<file path="src/rtl/fir_mac_accumulator_if.sv">
// Tap stream (sample/coeff per lane) into the FIR MAC accumulator and the decimated result out.
// master drives the tap stream; slave is the accumulator.
interface fir_mac_accumulator_if #(
  parameter int SAMPLE_SIZE = 16,
  parameter int COEFF_SIZE  = 16,
  parameter int MAC_NUM     = 1,
  parameter int OUT_SIZE    = 16
);
  logic                           in_valid;
  logic                           in_last;
  logic                           in_ch;
  logic [SAMPLE_SIZE*MAC_NUM-1:0] s_in;
  logic [COEFF_SIZE*MAC_NUM-1:0]  c_in;
  logic                           busy;
  logic                           y_valid;
  logic [OUT_SIZE-1:0]            y_out;
  logic                           y_ch;
  logic                           len_err;
  logic                           overrun;

  modport master (
    output in_valid, in_last, in_ch, s_in, c_in,
    input  busy, y_valid, y_out, y_ch, len_err, overrun
  );

  modport slave (
    input  in_valid, in_last, in_ch, s_in, c_in,
    output busy, y_valid, y_out, y_ch, len_err, overrun
  );
endinterface

</file>
<file path="src/rtl/fir_mac_accumulator.sv">
// Per-lane multiply-accumulate over one decimation frame, lane reduction, round and saturate.
// Last tap at cycle T gives y_valid at T+MAC_NUM+3; taps offered during REDUCE/OUT are dropped and flagged.
module fir_mac_accumulator #(
  parameter int MAC_SIZE    = 255,
  parameter int COEFF_SIZE  = 16,
  parameter int SAMPLE_SIZE = 16,
  parameter int MAC_NUM     = 1,
  parameter int OUT_SIZE    = 16,
  parameter int SHIFT       = 15
) (
  input logic                  clk,
  input logic                  rst,
  fir_mac_accumulator_if.slave bus
);
  localparam int PROD_W = SAMPLE_SIZE + COEFF_SIZE;
  localparam int ACC_W  = PROD_W + $clog2(MAC_SIZE * MAC_NUM) + 1;
  localparam int TAP_W  = $clog2(MAC_SIZE) + 1;
  localparam int RED_W  = $clog2(MAC_NUM + 1);
  localparam int RSH    = (SHIFT > 0) ? SHIFT - 1 : 0;
  localparam logic signed [ACC_W:0] RND   = (ACC_W+1)'((SHIFT > 0) ? 1 : 0) << RSH;
  localparam logic signed [ACC_W:0] Y_MAX = {{(ACC_W+2-OUT_SIZE){1'b0}}, {(OUT_SIZE-1){1'b1}}};
  localparam logic signed [ACC_W:0] Y_MIN = {{(ACC_W+2-OUT_SIZE){1'b1}}, {(OUT_SIZE-1){1'b0}}};

  typedef enum logic [1:0] {S_IDLE, S_ACC, S_REDUCE, S_OUT} state_t;

  state_t                     state_q, state_d;
  logic [TAP_W-1:0]           tap_cnt_q, tap_cnt_d;
  logic [RED_W-1:0]           red_cnt_q, red_cnt_d;
  logic signed [PROD_W-1:0]   prod_q [MAC_NUM];
  logic signed [PROD_W-1:0]   prod_d [MAC_NUM];
  logic                       prod_vld_q, prod_vld_d;
  logic                       prod_first_q, prod_first_d;
  logic signed [ACC_W-1:0]    acc_q [MAC_NUM];
  logic signed [ACC_W-1:0]    acc_d [MAC_NUM];
  logic signed [ACC_W-1:0]    sum_q, sum_d;
  logic                       ch_q, ch_d;
  logic                       lerr_q, lerr_d;
  logic                       busy_q, busy_d;
  logic                       y_valid_q, y_valid_d;
  logic [OUT_SIZE-1:0]        y_out_q, y_out_d;
  logic                       y_ch_q, y_ch_d;
  logic                       len_err_q, len_err_d;
  logic                       overrun_q, overrun_d;

  logic                          take, first, at_max, last;
  logic signed [SAMPLE_SIZE-1:0] s_lane [MAC_NUM];
  logic signed [COEFF_SIZE-1:0]  c_lane [MAC_NUM];
  logic signed [ACC_W-1:0]       lane_acc;
  logic signed [ACC_W:0]         rounded, shifted;

  always_comb begin
    state_d      = state_q;
    tap_cnt_d    = tap_cnt_q;
    red_cnt_d    = red_cnt_q;
    prod_d       = prod_q;
    acc_d        = acc_q;
    prod_vld_d   = 1'b0;
    prod_first_d = 1'b0;
    sum_d        = sum_q;
    ch_d         = ch_q;
    lerr_d       = lerr_q;
    y_valid_d    = 1'b0;
    y_out_d      = y_out_q;
    y_ch_d       = y_ch_q;
    len_err_d    = len_err_q;
    overrun_d    = 1'b0;
    lane_acc     = '0;

    take   = bus.in_valid && (state_q == S_IDLE || state_q == S_ACC);
    first  = take && (state_q == S_IDLE);
    at_max = (tap_cnt_q == TAP_W'(MAC_SIZE - 1));
    last   = take && (bus.in_last || at_max);

    // Stage 1 registers products; stage 2 folds them in one cycle later, loading on a frame's first tap.
    for (int k = 0; k < MAC_NUM; k++) begin
      s_lane[k] = bus.s_in[k*SAMPLE_SIZE +: SAMPLE_SIZE];
      c_lane[k] = bus.c_in[k*COEFF_SIZE +: COEFF_SIZE];
      if (take) prod_d[k] = PROD_W'(s_lane[k]) * PROD_W'(c_lane[k]);
      if (prod_vld_q) acc_d[k] = prod_first_q ? ACC_W'(prod_q[k]) : acc_q[k] + ACC_W'(prod_q[k]);
      if (int'(red_cnt_q) == k + 1) lane_acc = acc_q[k];
    end

    if (take) begin
      prod_vld_d   = 1'b1;
      prod_first_d = first;
      if (first) ch_d = bus.in_ch;
      if (last) begin
        state_d   = S_REDUCE;
        tap_cnt_d = '0;
        red_cnt_d = '0;
        lerr_d    = bus.in_last ^ at_max;
      end else begin
        state_d   = S_ACC;
        tap_cnt_d = tap_cnt_q + TAP_W'(1);
      end
    end

    rounded = $signed({sum_q[ACC_W-1], sum_q}) + RND;
    shifted = rounded >>> SHIFT;

    // REDUCE step 0 waits for stage 2 to absorb the final tap, then lanes are summed in order.
    case (state_q)
      S_REDUCE: begin
        overrun_d = bus.in_valid;
        sum_d     = (red_cnt_q == '0) ? '0 : sum_q + lane_acc;
        if (red_cnt_q == RED_W'(MAC_NUM)) begin
          state_d   = S_OUT;
          red_cnt_d = '0;
        end else begin
          red_cnt_d = red_cnt_q + RED_W'(1);
        end
      end
      S_OUT: begin
        overrun_d = bus.in_valid;
        y_valid_d = 1'b1;
        y_ch_d    = ch_q;
        len_err_d = lerr_q;
        state_d   = S_IDLE;
        if (shifted > Y_MAX)      y_out_d = Y_MAX[OUT_SIZE-1:0];
        else if (shifted < Y_MIN) y_out_d = Y_MIN[OUT_SIZE-1:0];
        else                      y_out_d = shifted[OUT_SIZE-1:0];
      end
      default: ;
    endcase

    busy_d = first || (state_q != S_IDLE);
  end

  always_ff @(posedge clk) begin
    if (rst) begin
      state_q      <= S_IDLE;
      tap_cnt_q    <= '0;
      red_cnt_q    <= '0;
      prod_vld_q   <= 1'b0;
      prod_first_q <= 1'b0;
      sum_q        <= '0;
      ch_q         <= 1'b0;
      lerr_q       <= 1'b0;
      busy_q       <= 1'b0;
      y_valid_q    <= 1'b0;
      y_out_q      <= '0;
      y_ch_q       <= 1'b0;
      len_err_q    <= 1'b0;
      overrun_q    <= 1'b0;
      for (int k = 0; k < MAC_NUM; k++) begin
        prod_q[k] <= '0;
        acc_q[k]  <= '0;
      end
    end else begin
      state_q      <= state_d;
      tap_cnt_q    <= tap_cnt_d;
      red_cnt_q    <= red_cnt_d;
      prod_vld_q   <= prod_vld_d;
      prod_first_q <= prod_first_d;
      sum_q        <= sum_d;
      ch_q         <= ch_d;
      lerr_q       <= lerr_d;
      busy_q       <= busy_d;
      y_valid_q    <= y_valid_d;
      y_out_q      <= y_out_d;
      y_ch_q       <= y_ch_d;
      len_err_q    <= len_err_d;
      overrun_q    <= overrun_d;
      prod_q       <= prod_d;
      acc_q        <= acc_d;
    end
  end

  assign bus.busy    = busy_q;
  assign bus.y_valid = y_valid_q;
  assign bus.y_out   = y_out_q;
  assign bus.y_ch    = y_ch_q;
  assign bus.len_err = len_err_q;
  assign bus.overrun = overrun_q;
endmodule

</file>
<file path="src/flat_wrapper.sv">
// flat-port wrapper written by rule: the top's interface ports become plain ports
module fir_mac_accumulator_flat 
#(
  parameter int MAC_SIZE    = 255,
  parameter int COEFF_SIZE  = 16,
  parameter int SAMPLE_SIZE = 16,
  parameter int MAC_NUM     = 1,
  parameter int OUT_SIZE    = 16,
  parameter int SHIFT       = 15
)
  (clk, rst, bus_in_valid, bus_in_last, bus_in_ch, bus_s_in, bus_c_in, bus_busy, bus_y_valid, bus_y_out, bus_y_ch, bus_len_err, bus_overrun);
  fir_mac_accumulator_if #(.SAMPLE_SIZE(SAMPLE_SIZE), .COEFF_SIZE(COEFF_SIZE), .MAC_NUM(MAC_NUM), .OUT_SIZE(OUT_SIZE)) bus_i ();
  input logic clk;
  input logic rst;
  input wire logic [$bits(bus_i.in_valid)-1:0] bus_in_valid;
  input wire logic [$bits(bus_i.in_last)-1:0] bus_in_last;
  input wire logic [$bits(bus_i.in_ch)-1:0] bus_in_ch;
  input wire logic [$bits(bus_i.s_in)-1:0] bus_s_in;
  input wire logic [$bits(bus_i.c_in)-1:0] bus_c_in;
  output wire logic [$bits(bus_i.busy)-1:0] bus_busy;
  output wire logic [$bits(bus_i.y_valid)-1:0] bus_y_valid;
  output wire logic [$bits(bus_i.y_out)-1:0] bus_y_out;
  output wire logic [$bits(bus_i.y_ch)-1:0] bus_y_ch;
  output wire logic [$bits(bus_i.len_err)-1:0] bus_len_err;
  output wire logic [$bits(bus_i.overrun)-1:0] bus_overrun;
  assign bus_i.in_valid = bus_in_valid;
  assign bus_i.in_last = bus_in_last;
  assign bus_i.in_ch = bus_in_ch;
  assign bus_i.s_in = bus_s_in;
  assign bus_i.c_in = bus_c_in;
  assign bus_busy = bus_i.busy;
  assign bus_y_valid = bus_i.y_valid;
  assign bus_y_out = bus_i.y_out;
  assign bus_y_ch = bus_i.y_ch;
  assign bus_len_err = bus_i.len_err;
  assign bus_overrun = bus_i.overrun;
  fir_mac_accumulator #(.MAC_SIZE(MAC_SIZE), .COEFF_SIZE(COEFF_SIZE), .SAMPLE_SIZE(SAMPLE_SIZE), .MAC_NUM(MAC_NUM), .OUT_SIZE(OUT_SIZE), .SHIFT(SHIFT)) u_core (.clk(clk), .rst(rst), .bus(bus_i));
endmodule
</file>
<file path="config.mk">
export PLATFORM = sky130hd
export DESIGN_NAME = fir_mac_accumulator_flat
export DESIGN_NICKNAME = d
export VERILOG_FILES = /design/src/rtl/fir_mac_accumulator_if.sv /design/src/rtl/fir_mac_accumulator.sv /design/src/flat_wrapper.sv
export SDC_FILE = /design/constraint.sdc
export NUM_CORES = 1
export LEC_CHECK = 0
export CORE_MARGIN = 2
export CORE_UTILIZATION = 60
export CTS_CLUSTER_DIAMETER = 40
export DETAILED_ROUTE_END_ITERATION = 10
export DONT_BUFFER_PORTS = 1
export HOLD_SLACK_MARGIN = 0.1
export PLACE_DENSITY_LB_ADDON = 0.25
export SKIP_LAST_GASP = 1
export SYNTH_ARGS = -nofsm -noshare
export SYNTH_HDL_FRONTEND = slang
export SYNTH_SLANG_ARGS = --single-unit
</file>
<file path="constraint.sdc">
create_clock -name clk -period 10.5 [get_ports clk]
set_input_delay 0.525 -clock clk [delete_from_list [all_inputs] [get_ports clk]]
set_output_delay 0.525 -clock clk [all_outputs]
set_load 0.05 [all_outputs]
</file>
Yosys cells after proc, flatten, opt, wreduce, memory -nomap -nowiden

Index checks and enable logic that the tools add are counted.

Register bits after elaboration: 151
Bits of input ports: 37
Logic and storage cells: 63

$add $sub $neg: 5
$mul: 1
Magnitude comparators: 2
Equality and inequality tests: 4
Mux-type cells: 16
Bitwise operators: 3
Reductions and logical operators: 16

Operators with widths:

| kind                                                 | number |
|---|---|
| two-way mux 41 bit                                   | 3 |
| adder 41 x 16 -> 42 bit, second input constant       | 1 |
| adder 41 x 32 -> 41 bit                              | 1 |
| adder 41 bit                                         | 1 |
| multiplier 16 x 16 -> 32 bit                         | 1 |
| two-way mux 16 bit                                   | 2 |
| > comparator 27 x 16 -> 1 bit, second input constant | 1 |
| < comparator 27 x 16 -> 1 bit, second input constant | 1 |
| adder 9 x 1 -> 9 bit, second input constant          | 1 |
| equality test 9 x 8 -> 1 bit, second input constant  | 1 |
| two-way mux 9 bit                                    | 1 |
| two-way mux 1 bit                                    | 6 |
| two-way mux 2 bit                                    | 3 |
| AND reduction 2 bit                                  | 3 |
| nonzero test 2 bit                                   | 3 |
| OR reduction 2 bit                                   | 3 |
| equality test 2 bit, second input constant           | 2 |
| one-hot mux 2 bit (2 select lines)                   | 1 |
| logical AND 1 bit                                    | 3 |
| logical OR 1 bit                                     | 3 |
| equality test 2 x 1 -> 1 bit, second input constant  | 1 |
| logical NOT 2 bit                                    | 1 |
| inverter 1 bit                                       | 2 |
| adder 1 bit, second input constant                   | 1 |
| bitwise XOR 1 bit                                    | 1 |

Logic depth before layout (Yosys ltp)

Gate-level depths: netlist of run 1.

Word-level depth: 8
Gate-level depth with buffers: 26

Least setup slack after synthesis of run 1

OpenSTA, ideal clock, no wires.

Kind: input to register
Start: input bus_c_in[12]
End: register u_core.prod_q[27] (netlist name)
Setup time: 0.070 ns
Arrival: 6.280 ns
Slack: 4.150 ns
Stages on the path: 23
Path buffers: 1
Path through: clkbuf_1 -> nand2_1 -> fa_1 -> inv_1 -> fa_1 -> fa_1 -> fa_1 -> fa_1 -> inv_1 -> fa_1 -> inv_1 -> ha_1 -> a211oi_1 -> nand2_1 -> a211o_1 -> a211oi_1 -> o21ai_1 -> a41oi_1 -> nand2b_1 -> a21oi_1 -> xnor2_1 -> nand2_1 -> a21oi_1

Longest elaborated chain between the ends: 1

RTL lines:

| item                         | line                       | text |
|---|---|---|
| start, declared              | flat_wrapper.sv:19         | `input wire logic [$bits(bus_i.c_in)-1:0] bus_c_in;` |
| multiplier 16 x 16 -> 32 bit | fir_mac_accumulator.sv:78  | `if (take) prod_d[k] = PROD_W'(s_lane[k]) * PROD_W'(c_lane[k]);` |
| end signal, assigned         | fir_mac_accumulator.sv:164 | `prod_q <= prod_d;` |
| end, declared                | fir_mac_accumulator.sv:29  | `logic signed [PROD_W-1:0] prod_q [MAC_NUM];` |

Every way passes these cells.
A chain may end at the register's enable or synchronous reset.

Worst setup path in the final report of run 1

Start: input bus_c_in[15]
End: register u_core.prod_q[31] (netlist name)

Same word-level chain as after synthesis.

==> results.sh, run 1 <==
export IMPL_tightestPinTransition_ns=1.03
export IMPL_synth_edf_count=0
export IMPL_diodes=0
export IMPL_crit_path_start_kind="primary input"
export IMPL_dp_hpwl_um=36300
export IMPL_vias=15967
export IMPL_synthTopCellsByArea="fa_1, dfxtp_1, ha_1"
export IMPL_grt_use_total_pct=27.2
export IMPL_synth_warnings=0
export IMPL_slew_violations=0
export IMPL_first_iter_violations=798
export IMPL_drive_gt1_share_pct=2.54
export IMPL_postCtsSetupBuffers=0
export IMPL_path_max_fanout=13
export IMPL_grt_pass1_wl_um=79600
export IMPL_fp_row_count=67
export IMPL_cts_path_max_buffers=2
export IMPL_ir_drop_v=0.000339
export IMPL_cts_tree="yes"
export IMPL_cts_sinks=151
export IMPL_clockRootBuffer="clkbuf_16"
export IMPL_synth_async_reset_ratio_pct=0
export IMPL_clock_fmax_mhz=154
export IMPL_drv_cap=0
export IMPL_power_density_mw_per_mm2=328
export IMPL_synth_cell_types=85
export IMPL_cp_common_cell="fa_1"
export IMPL_grt_max_degree=117
export IMPL_endpoint_kind="register"
export IMPL_yosys_area_top_type="fa_1"
export IMPL_wl_per_cell_um=16.3
export IMPL_outcome="finished clean"
export IMPL_die_h_um=188
export IMPL_max_stage_delay_ns=0.55
export IMPL_crit_slowest_cell="fa_1"
export IMPL_die_w_um=188
export IMPL_die_area_mm2=0.0353
export IMPL_max_slew_margin_rel_pct=31.0
export IMPL_grt_pass1_vias=16652
export IMPL_post_cts_resized=0
export IMPL_finalSetupViolations=0
export IMPL_rsz0062_at_grt="no"
export IMPL_final_core_util_pct=63.3
export IMPL_period_share_pct=62.0
export IMPL_hold_violations=0
export IMPL_ys_dominant_reg_cell="dfxtp_1"
export IMPL_area_growth_pct=4.31
export IMPL_yosysTopAreaCellShare_pct=26.0
export IMPL_min_path_type="primary input to register"
export IMPL_numCtsBuffers=17
export IMPL_required_ns=10.86
export IMPL_overflow=0
export IMPL_core_area_mm2=0.0334
export IMPL_grt_antenna_before_repair=0
export IMPL_antenna_left=0
export IMPL_skew_ns=0.00991
export IMPL_leakage_nw=10.4
export IMPL_syn_area_mm2=0.0203
export IMPL_path_cells="inv_1 -> nor2_1 -> fa_1 -> fa_1 -> fa_1 -> fa_1 -> fa_1 -> inv_1 -> fa_1 -> inv_1 -> ha_1 -> a211oi_1 -> nand2_1 -> a211o_1 -> a211oi_1 -> o21ai_1 -> a41oi_1 -> a21oi_1 -> a21oi_1 -> xnor2_1 -> nand2_1 -> a21oi_1"
export IMPL_syn_inst=2426
export IMPL_routed_via_density=5.68
export IMPL_pin_count=58
export IMPL_nets=2818
export IMPL_portBuffers=0
export IMPL_drc=0
export IMPL_period_needed_ns=6.51
export IMPL_cts_hold_buf=0
export IMPL_synthTopCellsByCount="inv_1, nand2_1, fa_1"
export IMPL_seq_area_frac_synth_pct=14.9
export IMPL_synth_nets=2893
export IMPL_place_congestion=0.900
export IMPL_path_clk_slew_ns=0.06
export IMPL_cp_arrival_ns=6.88
export IMPL_syn_avg_cell_area_um2=8.37
export IMPL_clock_latency_ns=0.43
export IMPL_start_util_pct=60.7
export IMPL_wirelength_um=45700
export IMPL_cts_max_level=4
export IMPL_yosysMostFrequentCell="inv_1"
export IMPL_path_class="primary input to register"
export IMPL_ys_ff_latch=151
export IMPL_drtPass1Iterations=5
export IMPL_final_setup_tns_ns=0
## critical path: cells and delay by family
family	cells	cell delay, ns
AOI/OAI and AO/OA	8	1.93
xor gates and xnor gates	1	0.13
adders and majority gates	7	3.54
buffers and inverters	3	0.42
and+or+nand+nor	3	0.32
## cell usage in the layout (no fill, tap or decap), drive strengths merged, types with 8 or more instances in the layout
master / count
a22oi: 23
and3: 18
nand3: 38
or3: 14
a21o: 65
a31oi: 19
inv: 344
and2: 173
o21a: 14
nor2b: 13
xnor2: 76
nor3: 21
dfxtp: 151
nand2: 281
o211ai: 27
a311oi: 12
o211a: 10
fa: 264
nor2: 146
mux2i: 9
a211o: 8
nand2b: 28
o21ai: 83
a211oi: 30
ha: 166
clkbuf: 23
nand4: 16
a21oi: 142
xor2: 44
a22o: 13
## area by class of cell
class / instances / area [um^2]
Clock buffer: 23 / 478
Clock inverter: 8 / 169
Fill cell: 2937 / 12300
Inverter: 347 / 1300
Multi-Input combinational cell: 1828 / 15600
Sequential cell: 151 / 3030
Tap cell: 448 / 561
Timing Repair Buffer: 6 / 45.0
## final timing paths
check	start	end	slack (ns)	cells past startpoint
hold / removal	rst	u_core.bus.y_out[5]	0.17	1
setup / recovery	bus_c_in[15]	u_core.prod_q[31]	3.99	22
hold reg to reg	u_core.ch_q	u_core.bus.y_ch	0.46	2
setup reg to reg	u_core.red_cnt_q	u_core.sum_q[40]	6.29	15
## per-stage QoR
step	cell area [um^2]	std cells	hold slack [ns]	setup slack [ns]	power, mW
after floorplan	20300	2426	0.428	4.15	5.27
after global placement	20500	2780	0.433	3.64	6.09
after detailed placement	20500	2780	0.440	3.56	6.27
after CTS	21200	2811	0.154	4.00	6.98
after global routing	21200	2811	0.153	3.54	7.82
final	21200	2811	0.169	3.99	6.95
## state kept, by name (all words and copies together), names as in the netlist, named ones only
register / flops
u_core.state_q: 1
u_core.bus.len_err: 1
u_core.bus.y_ch: 1
u_core.red_cnt_q: 1
u_core.bus.busy: 1
u_core.acc_q: 41
u_core.prod_vld_q: 1
u_core.bus.y_out: 16
u_core.bus.y_valid: 1
u_core.bus.overrun: 1
u_core.ch_q: 1
u_core.tap_cnt_q: 9
u_core.prod_first_q: 1
u_core.lerr_q: 1
u_core.prod_q: 32
u_core.sum_q: 41
## report_power, final
part | leakage [nW] | switching, mW | internal [mW]
sequential | 1.23 | 0.0551 | 0.639
clock | 0.317 | 0.234 | 0.439
combinational | 8.80 | 3.07 | 2.51
## layer usage
metal	vias to the layer above	share of wire [%]	wire length, um	global-route usage (%)
met3	45	4.1	1890	3.20
li1	7799	-	-	-
met2	361	48	21900	47.3
met5	-	0	0	0
met1	7762	47	21400	36.4
met4	0	1.2	542	5.91
## cell families (layout without fill, tap and decap cells)
kind of cell	after synthesis	after routing	synth area share, %
compound gates	491	491	16.1
flops	151	151	14.9
xor+xnor	120	120	5.17
mux	10	10	0.499
simple gates	777	777	18.8
fa+ha+maj	430	430	36.2
buf+inv	447	384	8.29
Note: power is estimated with default switching activity, not from simulation.
==> run 2, diff against run 1 <==
- clock period: 10.5 -> 5.3 ns (I/O delays scaled with it)
==> results.sh, run 2 (synthesis results as in run 1) <==
export IMPL_start_util_pct=60.7
export IMPL_r2r_start="u_core.red_cnt_q"
export IMPL_outcome="finished clean"
export IMPL_drc=0
export IMPL_period_share_pct=99.4
export IMPL_worstHoldStart="bus_in_valid"
export IMPL_drtPass1Iterations=5
export IMPL_rsz0062_at_grt="yes"
export IMPL_slew_violations=0
export IMPL_tightestPinTransition_ns=1.03
export IMPL_first_iter_violations=856
export IMPL_path_class="primary input to register"
export IMPL_max_stage_delay_ns=0.57
export IMPL_path_cells="and2_4 -> fa_1 -> inv_2 -> fa_2 -> fa_1 -> inv_2 -> fa_1 -> fa_1 -> inv_1 -> fa_1 -> inv_2 -> ha_4 -> a211oi_2 -> nand2_1 -> a211o_1 -> a211oi_4 -> o21ai_4 -> a41oi_2 -> nand2b_1 -> a21oi_2 -> xnor2_1 -> nand2_1 -> a21oi_2"
export IMPL_clockRootBuffer="clkbuf_16"
export IMPL_cts_tree="yes"
export IMPL_portBuffers=0
export IMPL_dp_hpwl_um=36500
export IMPL_max_slew_margin_rel_pct=31.2
export IMPL_stdcell_area_mm2=0.0223
export IMPL_grt_max_degree=115
export IMPL_min_path_type="primary input to register"
export IMPL_layout_common_cells="inv_1, nand2_1, fa_1"
export IMPL_clock_fmax_mhz=190
export IMPL_place_congestion=0.917
export IMPL_dp_cells=2860
export IMPL_die_area_mm2=0.0353
export IMPL_finalSetupViolations=0
export IMPL_drive_gt1_share_pct=9.17
export IMPL_crit_slowest_cell="fa_2"
export IMPL_pin_count=58
export IMPL_endpoint_kind="register"
export IMPL_crit_path_start="bus_c_in[2]"
export IMPL_cts_sinks=151
export IMPL_antenna_left=0
export IMPL_wirelength_um=45800
export IMPL_overflow=0
export IMPL_numCtsBuffers=17
export IMPL_skew_ns=0.0106
export IMPL_grt_antenna_before_repair=0
export IMPL_cts_max_level=4
export IMPL_cp_arrival_ns=5.63
export IMPL_seq_power_share_pct=7.8
export IMPL_diodes=0
export IMPL_core_area_mm2=0.0334
export IMPL_power_density_mw_per_mm2=795
export IMPL_grt_pass1_wl_um=78400
export IMPL_fp_row_count=67
export IMPL_hold_violations=0
export IMPL_required_ns=5.66
export IMPL_period_needed_ns=5.27
export IMPL_path_max_fanout=16
export IMPL_crit_path_start_kind="primary input"
export IMPL_die_w_um=188
export IMPL_die_h_um=188
export IMPL_placed_area_mm2=0.0215
export IMPL_grt_pass1_vias=16817
export IMPL_path_clk_slew_ns=0.06
export IMPL_routed_via_density=5.59
export IMPL_final_cells=2902
export IMPL_cp_common_cell="fa_1"
export IMPL_pwr_share_clk_pct=7.3
export IMPL_power_net_switching_mw=7.85
export IMPL_ir_drop_v=0.000817
export IMPL_power_total_mw=17.7
export IMPL_wl_per_cell_um=15.8
export IMPL_area_growth_pct=9.59
export IMPL_holdWs_ns=0.122
export IMPL_switching_share_pct=44.4
export IMPL_grt_use_total_pct=26.8
export IMPL_drv_cap=0
export IMPL_power_frac_comb_pct=84.9
export IMPL_cts_path_max_buffers=2
export IMPL_vias=16231
export IMPL_nets=2908
export IMPL_final_common_cell="inv_1"
export IMPL_leakage_nw=10.8
export IMPL_intPower_mw=9.84
export IMPL_top_regs="u_core.acc_q (41), u_core.sum_q (41), u_core.prod_q (32)"
export IMPL_clock_latency_ns=0.43
[run 2: power by group through the flow]
| stage | combinational, mW | clock (mW) | sequential (mW) |
|---|---|---|---|
| floorplan | 10.7 | 0 | 1.36 |
| global placement | 14.4 | 0 | 1.40 |
| detailed placement | 14.8 | 0 | 1.40 |
| CTS | 14.9 | 1.30 | 1.38 |
| global route | 17.0 | 1.34 | 1.39 |
| finish | 15.0 | 1.28 | 1.38 |
[run 2: final cells by class]
cell class / instances / area, um^2
flip-flops and latches: 151 / 3030
repair buffers: 96 / 751
multi-input cells: 1828 / 16000
inverters: 347 / 1300
clock inverters: 8 / 144
fillers: 2745 / 11200
clock buffers: 24 / 482
well taps: 448 / 561
[run 2: routing by layer]
layer  part of all wire (%)  track usage [%]  up-vias
li1                       -                -     7988
met1                     45             34.5     7792
met2                     49             47.8      401
met3                    5.3             3.93       50
met4                    1.4             5.97        0
met5                      0                0        -
[run 2: worst paths after layout]
kind                             to  slack, ns  cells past startpoint
setup / recovery  u_core.prod_q[29]       0.03                     23
hold / removal    u_core.state_q[0]       0.12                      4
setup reg to reg   u_core.sum_q[40]       1.42                     15
hold reg to reg     u_core.sum_q[9]       0.46                      2
[run 2: through the flow]
| stage | setup WS (ns) | util [%] | TNS [ns] |
|---|---|---|---|
| global route | -0.105 | 66.5 | -0.326 |
| finish | 0.0338 | 66.5 | 0 |
| global placement | -0.278 | 64.3 | -2.11 |
| floorplan | -0.121 | - | -0.467 |
| CTS | 0.0337 | 66.4 | 0 |
| detailed placement | -0.423 | 64.3 | -4.03 |
[run 2: repair_timing]
action | CTS | global route
gates resized for setup | 0 | 12
hold endpoints to repair | 117 | 0
buffers inserted | 0 | 5
hold buffers | 5 | 0
endpoints found under the setup margin | 0 | 8
[run 2: worst max-delay path: cells and delay by family]
kind | cells | cell delay, ns
fa+ha+maj | 7 | 3.19
compound gates | 7 | 1.34
simple gates | 4 | 0.46
buf+inv | 4 | 0.23
xor+xnor | 1 | 0.12
